`src/rtl/awmc_panel.sv`:
```
// Front-panel operator controller for the washing-machine controller.
// Latency: raw button rise to command change is 2 (sync) + DEB_CYCLES + 1 cycles; all outputs registered.
// Backpressure: none; events not acted on in the current state are dropped, never queued.
//
// Ports:
//   clk, reset                     rising-edge clock, synchronous active-high reset
//   btn_start/btn_pause/btn_cancel raw asynchronous panel buttons (active high)
//   stage[2:0], done               controller status (stage 0 = idle)
//   start, pause, ctl_reset        command outputs to the controller
//   buzzer, fault, stage_led[2:0]  operator indications
//   lock                           child lock, present only when PANEL_CHILD_LOCK_EN is defined
module awmc_panel #(
    parameter int DEB_CYCLES    = 16,
    parameter int START_HOLD    = 2,
    parameter int BUZZ_CYCLES   = 1000,
    parameter int STAGE_TIMEOUT = 100000,
    parameter int CW            = 20
) (
    input  logic       clk,
    input  logic       reset,
    input  logic       btn_start,
    input  logic       btn_pause,
    input  logic       btn_cancel,
`ifdef PANEL_CHILD_LOCK_EN
    input  logic       lock,
`endif
    input  logic [2:0] stage,
    input  logic       done,
    output logic       start,
    output logic       pause,
    output logic       ctl_reset,
    output logic       buzzer,
    output logic       fault,
    output logic [2:0] stage_led
);

    typedef enum logic [2:0] {
        S_IDLE,
        S_STARTING,
        S_RUNNING,
        S_PAUSED,
        S_FINISHED,
        S_FAULT
    } state_t;

    localparam logic [CW-1:0] ONE     = CW'(1);
    localparam logic [CW-1:0] DEB_TH  = CW'(DEB_CYCLES);
    localparam logic [CW-1:0] HOLD_TH = CW'(START_HOLD);
    localparam logic [CW-1:0] BUZZ_TH = CW'(BUZZ_CYCLES);
    localparam logic [CW-1:0] TO_TH   = CW'(STAGE_TIMEOUT);

    function automatic logic [CW-1:0] sat_inc(input logic [CW-1:0] v);
        return (&v) ? v : v + ONE;
    endfunction

    // ---------------- button conditioning (bit 0 start, 1 pause, 2 cancel)
    logic [2:0]    raw;
    logic [2:0]    sync1_q, sync2_q;
    logic [2:0]    deb_q, deb_d, deb_prev_q;
    logic [CW-1:0] deb_cnt_q [3];
    logic [CW-1:0] deb_cnt_d [3];
    logic [2:0]    press;

    assign raw = {btn_cancel, btn_pause, btn_start};

    // The counter only advances while the synchronised sample disagrees with
    // the accepted level; any agreeing sample restarts the count.
    always_comb begin
        deb_d = deb_q;
        for (int i = 0; i < 3; i++) begin
            deb_cnt_d[i] = '0;
            if (sync2_q[i] != deb_q[i]) begin
                if (sat_inc(deb_cnt_q[i]) >= DEB_TH) begin
                    deb_d[i] = sync2_q[i];
                end else begin
                    deb_cnt_d[i] = sat_inc(deb_cnt_q[i]);
                end
            end
        end
    end

    // One-cycle press pulse, one cycle after the debounced level rises.
    assign press = deb_q & ~deb_prev_q;

    logic start_ev, pause_ev, cancel_ev;
    assign cancel_ev = press[2];
`ifdef PANEL_CHILD_LOCK_EN
    assign start_ev  = press[0] & ~lock;
    assign pause_ev  = press[1] & ~lock;
`else
    assign start_ev  = press[0];
    assign pause_ev  = press[1];
`endif

    // ---------------- operator FSM
    state_t        state_q, state_d;
    logic [CW-1:0] cnt_q, cnt_d;          // shared: start hold, watchdog, buzzer
    logic [CW-1:0] cnt_inc, wd_next;
    logic [2:0]    stage_prev_q;
    logic          start_d, pause_d, ctl_reset_d, buzzer_d, fault_d;
    logic [2:0]    stage_led_d;
    logic          blink_q;

    always_comb begin
        state_d     = state_q;
        cnt_d       = cnt_q;
        ctl_reset_d = 1'b0;
        cnt_inc     = sat_inc(cnt_q);
        wd_next     = (stage != stage_prev_q) ? '0 : cnt_inc;

        // Branch order inside each state encodes the event priority:
        // cancel > done > watchdog timeout > pause > start.
        case (state_q)
            S_IDLE: begin
                cnt_d = '0;
                if (start_ev) state_d = S_STARTING;
            end
            S_STARTING: begin
                if (cancel_ev) begin
                    state_d     = S_IDLE;
                    ctl_reset_d = 1'b1;
                    cnt_d       = '0;
                end else if (cnt_inc >= HOLD_TH) begin
                    state_d = S_RUNNING;
                    cnt_d   = '0;
                end else begin
                    cnt_d = cnt_inc;
                end
            end
            S_RUNNING: begin
                if (cancel_ev) begin
                    state_d     = S_IDLE;
                    ctl_reset_d = 1'b1;
                    cnt_d       = '0;
                end else if (done) begin
                    state_d = S_FINISHED;
                    cnt_d   = '0;
                end else if (wd_next >= TO_TH) begin
                    state_d     = S_FAULT;
                    ctl_reset_d = 1'b1;
                    cnt_d       = '0;
                end else begin
                    // Pausing keeps the watchdog value so the stall budget
                    // is not refreshed by a pause/resume.
                    cnt_d = wd_next;
                    if (pause_ev) state_d = S_PAUSED;
                end
            end
            S_PAUSED: begin
                if (cancel_ev) begin
                    state_d     = S_IDLE;
                    ctl_reset_d = 1'b1;
                    cnt_d       = '0;
                end else if (pause_ev) begin
                    state_d = S_RUNNING;
                end
            end
            S_FINISHED: begin
                if (cancel_ev || (cnt_inc >= BUZZ_TH)) begin
                    state_d = S_IDLE;
                    cnt_d   = '0;
                end else begin
                    cnt_d = cnt_inc;
                end
            end
            S_FAULT: begin
                cnt_d = '0;
                if (cancel_ev) state_d = S_IDLE;
            end
            default: begin
                state_d = S_IDLE;
                cnt_d   = '0;
            end
        endcase

        start_d  = (state_d == S_STARTING);
        pause_d  = (state_d == S_PAUSED);
        buzzer_d = (state_d == S_FINISHED);
        fault_d  = (state_d == S_FAULT);
        stage_led_d = ((state_d == S_RUNNING) || (state_d == S_PAUSED)) ? stage : 3'd0;
`ifdef PANEL_CHILD_LOCK_EN
        if (lock && blink_q && (state_q != S_IDLE)) stage_led_d = 3'd0;
`endif
    end

    always_ff @(posedge clk) begin
        if (reset) begin
            sync1_q      <= '0;
            sync2_q      <= '0;
            deb_q        <= '0;
            deb_prev_q   <= '0;
            for (int i = 0; i < 3; i++) deb_cnt_q[i] <= '0;
            state_q      <= S_IDLE;
            cnt_q        <= '0;
            stage_prev_q <= '0;
            blink_q      <= 1'b0;
            start        <= 1'b0;
            pause        <= 1'b0;
            ctl_reset    <= 1'b0;
            buzzer       <= 1'b0;
            fault        <= 1'b0;
            stage_led    <= '0;
        end else begin
            sync1_q      <= raw;
            sync2_q      <= sync1_q;
            deb_q        <= deb_d;
            deb_prev_q   <= deb_q;
            for (int i = 0; i < 3; i++) deb_cnt_q[i] <= deb_cnt_d[i];
            state_q      <= state_d;
            cnt_q        <= cnt_d;
            stage_prev_q <= stage;
            blink_q      <= ~blink_q;
            start        <= start_d;
            pause        <= pause_d;
            ctl_reset    <= ctl_reset_d;
            buzzer       <= buzzer_d;
            fault        <= fault_d;
            stage_led    <= stage_led_d;
        end
    end

endmodule

```
`config.mk`:
```
export PLATFORM = sky130hd
export DESIGN_NAME = awmc_panel
export DESIGN_NICKNAME = d
export VERILOG_FILES = /design/src/rtl/awmc_panel.sv
export SDC_FILE = /design/constraint.sdc
export NUM_CORES = 1
export LEC_CHECK = 0
export BUFFER_PORTS_ARGS = -buffer_cell sky130_fd_sc_hd__buf_2
export CAP_MARGIN = 20
export CORE_MARGIN = 2
export CORE_UTILIZATION = 40
export CTS_CLUSTER_SIZE = 8
export DETAILED_ROUTE_END_ITERATION = 8
export PLACE_DENSITY_LB_ADDON = 0.1
export SYNTH_ARGS = -nofsm -noshare
export SYNTH_HDL_FRONTEND = slang
export SYNTH_SLANG_ARGS = --single-unit
```
`constraint.sdc`:
```
create_clock -name clk -period 3.2 [get_ports clk]
set_input_delay 0.64 -clock clk [delete_from_list [all_inputs] [get_ports clk]]
set_output_delay 0.64 -clock clk [all_outputs]
set_load 0.01 [all_outputs]
```
==> summary.txt <==
xor/xnor share of the synthesized area: 4.53%
CP Data Arrival Time: 3.25 ns
number of global-route vias before repair: 4023
Starting Density: 41.5%
antenna violations before repair: 0
Boundary Pins: 17
Worst R2R Start: cnt_q[7]
number of nets still failing antenna checks after routing: 0
primary flip-flop cell chosen by synthesis mapping: dfxtp_1
post-synthesis compound-gate area fraction: 14.6%
area of the core region: 12100 µm²
Setup Total Neg Slack: 0 ns
worst-case clock buffer depth: 2
Final Power: 2750 µW
portion of netlist area occupied by mux cells: 3.84%
share of layout cells above drive strength 1: 14.9%
post-synthesis sequential element count: 106
P_sw: 612 µW
num rows: 40
largest family of logic cells by synthesized area: simple AND/OR/NAND/NOR gates
post-route clock skew: 0.00438 ns
worst r2r path cells: 11
post-synthesis instance area: 5020 µm²
leading cell type in the layout, fill and taps excluded: dfxtp_1
clock latency at the later pin of the worst-skew pair: 0.35 ns
Int Pwr: 2140 µW
element type at the critical path start: flop
proportion of power drawn by combinational gates: 4.6%
synthesis warning total: 0
fin util: 49.1%
DPL Wire Length: 8.44 mm
Worst setup endpoint: cnt_q[7]
number of instances in the synthesized netlist: 567
maximum frequency from static timing analysis: 0.334 GHz
adder and majority cell fraction of the synthesized area: 0.996%
Area Overhead vs Synth: 18.4%
Final #Nets: 654
critical path type: flop to flop
number of clock buffers inserted by TritonCTS: 9
wire length of the first global-routing pass: 19.0 mm
time the worst path needs with I/O delays and setup: 3.00 ns
DRT Pass-1 Iters: 4
sequential group share of total power: 50.9%
antenna fix cells: 0
critical register-to-register path endpoint: cnt_q[7]
register-to-register setup slack: 0.20 ns
Worst-Margin Slew: 0.692 ns
Port-buffer cells: 16
DRC: 0
CTS tree: yes
total congestion overflow: 0
DIE AREA: 13500 µm²
Synth Area in Simple Gates: 31.1%
commonest cells after routing, fill and taps aside: 104 x dfxtp_1, 53 x nor2_1, 48 x conb_1, 47 x nand2_1, 35 x nand3_1
number of hold-slack violations in the final timing report: 0
outcome: finished, final reports clean
die boundary width: 116 µm
clock-pin slew on the worst setup and hold paths: 0.07 ns
number of sinks handled by clock tree synthesis: 106
Initial DRC Count: 224
detailed-route wire length per cell: 13.9 µm
normalized max-slew margin: 52.7%
switching part of the total power: 22.3%
top fanout value on the critical path: 11
post-detailed-route via-to-cell ratio: 5.22
fraction of registers with async set/reset: 0%
CTS HTree Levels: 3
via total after detailed routing: 4248
Peak VDD IR: 0.408 mV
Worst Hold Launch: sync1_q[2]
data required time of the worst path: 3.46 ns
unrepaired setup endpoints after global routing: no
post-synth cell types: 73
pin count of the biggest net entering global routing: 21
floorplan die height: 116 µm
portion of the post-synthesis area used by sequential elements: 42.2%
kind of capture point of the worst setup path: flop
static leakage: 0.00231 µW
clock tree root buffer cell: clkbuf_16
Max-cap violations: 0
relative contribution of the clock network to total power: 44.5%
hold_buf cts: 0
synthesized area divided by synthesized cell count: 8.86 µm²
Min-Delay Path Class: flop to flop
sum of routed wire length over all layers: 11.3 mm
number of flops mapped to enable cells by yosys: 0
Global Route Usage Sum: 17.9%
post-route clock period utilization: 93.7%
Pins Over Slew Limit: 0
Placer Congestion: 0.880
final setup violation count: 0
areal power density over the cells: 462 nW/µm²
Crit. Startpoint: cnt_q[7]
-- power by group through the flow --
stage                     clock [µW]  sequential [µW]  combinational (µW)
after floorplan                    0             1420                91.4
after global placement             0             1430                 124
after global routing            1310             1400                 144
after CTS                       1260             1400                 126
final                           1220             1400                 128
after detailed placement           0             1430                 126
-- routing by layer --
| layer | part of all wire (%) | vias to the layer above | GRT usage, % | wire length (µm) |
|---|---|---|---|---|
| met5 | 0 | - | 0 | 0 |
| met4 | 1.8 | 0 | 6.59 | 203 |
| met3 | 4.4 | 17 | 5.54 | 500 |
| met2 | 46 | 71 | 28.7 | 5200 |
| met1 | 48 | 1966 | 22.8 | 5400 |
| li1 | - | 2194 | - | - |
-- area by class of cell --
cell class                 count  area, µm²
tap                          168        210
clock inverter                 6       95.1
fill                        1201       6160
inverter                      11       41.3
timing repair buffer          37        250
sequential                   106       2120
clock buffer                  10        239
multi-input combinational    476       2990
-- synthesized netlist by cell type (11+ instances only) --
library cell | instances | share of area [%]
nand3_1 | 35 | 3.5
o21ai_0 | 15 | 1.5
a31oi_1 | 13 | 1.6
nor2_1 | 54 | 4.0
xnor2_1 | 18 | 3.1
dfxtp_1 | 106 | 42
inv_1 | 11 | 0.82
nand2_1 | 47 | 3.5
mux2i_1 | 11 | 2.2
nand4_1 | 16 | 2.0
clkbuf_1 | 11 | 0.82
and3_1 | 15 | 1.9
nor3_1 | 18 | 1.8
a21oi_1 | 19 | 1.9
nor2b_1 | 16 | 2.0
and2_1 | 11 | 1.4
-- worst max-delay path, cell delays in order, from the launching register on --
cell and delay (ns):
dfxtp_1 0.52, nand3_1 0.21, nor3_1 0.45, nand4_1 0.18
mux2i_1 0.20, nor4_2 0.41, o211ai_1 0.18, nand4_1 0.10
buf_4 0.17, buf_12 0.13, a21oi_1 0.05, nor4_1 0.28
-- timing repair --
action	4_1_cts	5_1_grt
buffers inserted	0	1
resized for setup	0	10
endpoints found under the hold margin	0	0
setup endpoints to repair	0	21
-- through the flow --
step                      setup slack (ns)  hold WS, ns  std cells  instance area (µm²)
after floorplan                      0.478        0.414        614                 5200
after global placement               0.218        0.418        797                 5560
after detailed placement            0.0880        0.420        797                 5560
after CTS                           0.0684        0.435        813                 5900
after global routing               0.00249        0.459        814                 5950
final                                0.202        0.434        814                 5950
-- state kept, by name, summed over array words and instances (netlist names) --
signal        count
buzzer            1
state_q           3
deb_cnt_q        60
deb_prev_q        3
sync2_q           3
pause             1
ctl_reset         1
start             1
fault             1
deb_q             3
sync1_q           3
cnt_q            20
stage_led         3
stage_prev_q      3
-- cells by family after synthesis --
group,after synthesis
compound gates,104
mux,18
xor+xnor,26
buf+inv,32
simple gates,276
flops,106
fa+ha+maj,4
other cells,1
-- worst min-delay path by stage --
stage               slack [ns]  cells after the start         end
global placement          0.42                      1  sync2_q[2]
global route              0.46                      1  sync2_q[2]
detailed placement        0.42                      1  sync2_q[2]
finish                    0.43                      1  sync2_q[2]
CTS                       0.44                      1  sync2_q[2]
floorplan                 0.41                      1  sync2_q[0]
Power figures use the tool's default switching activity.
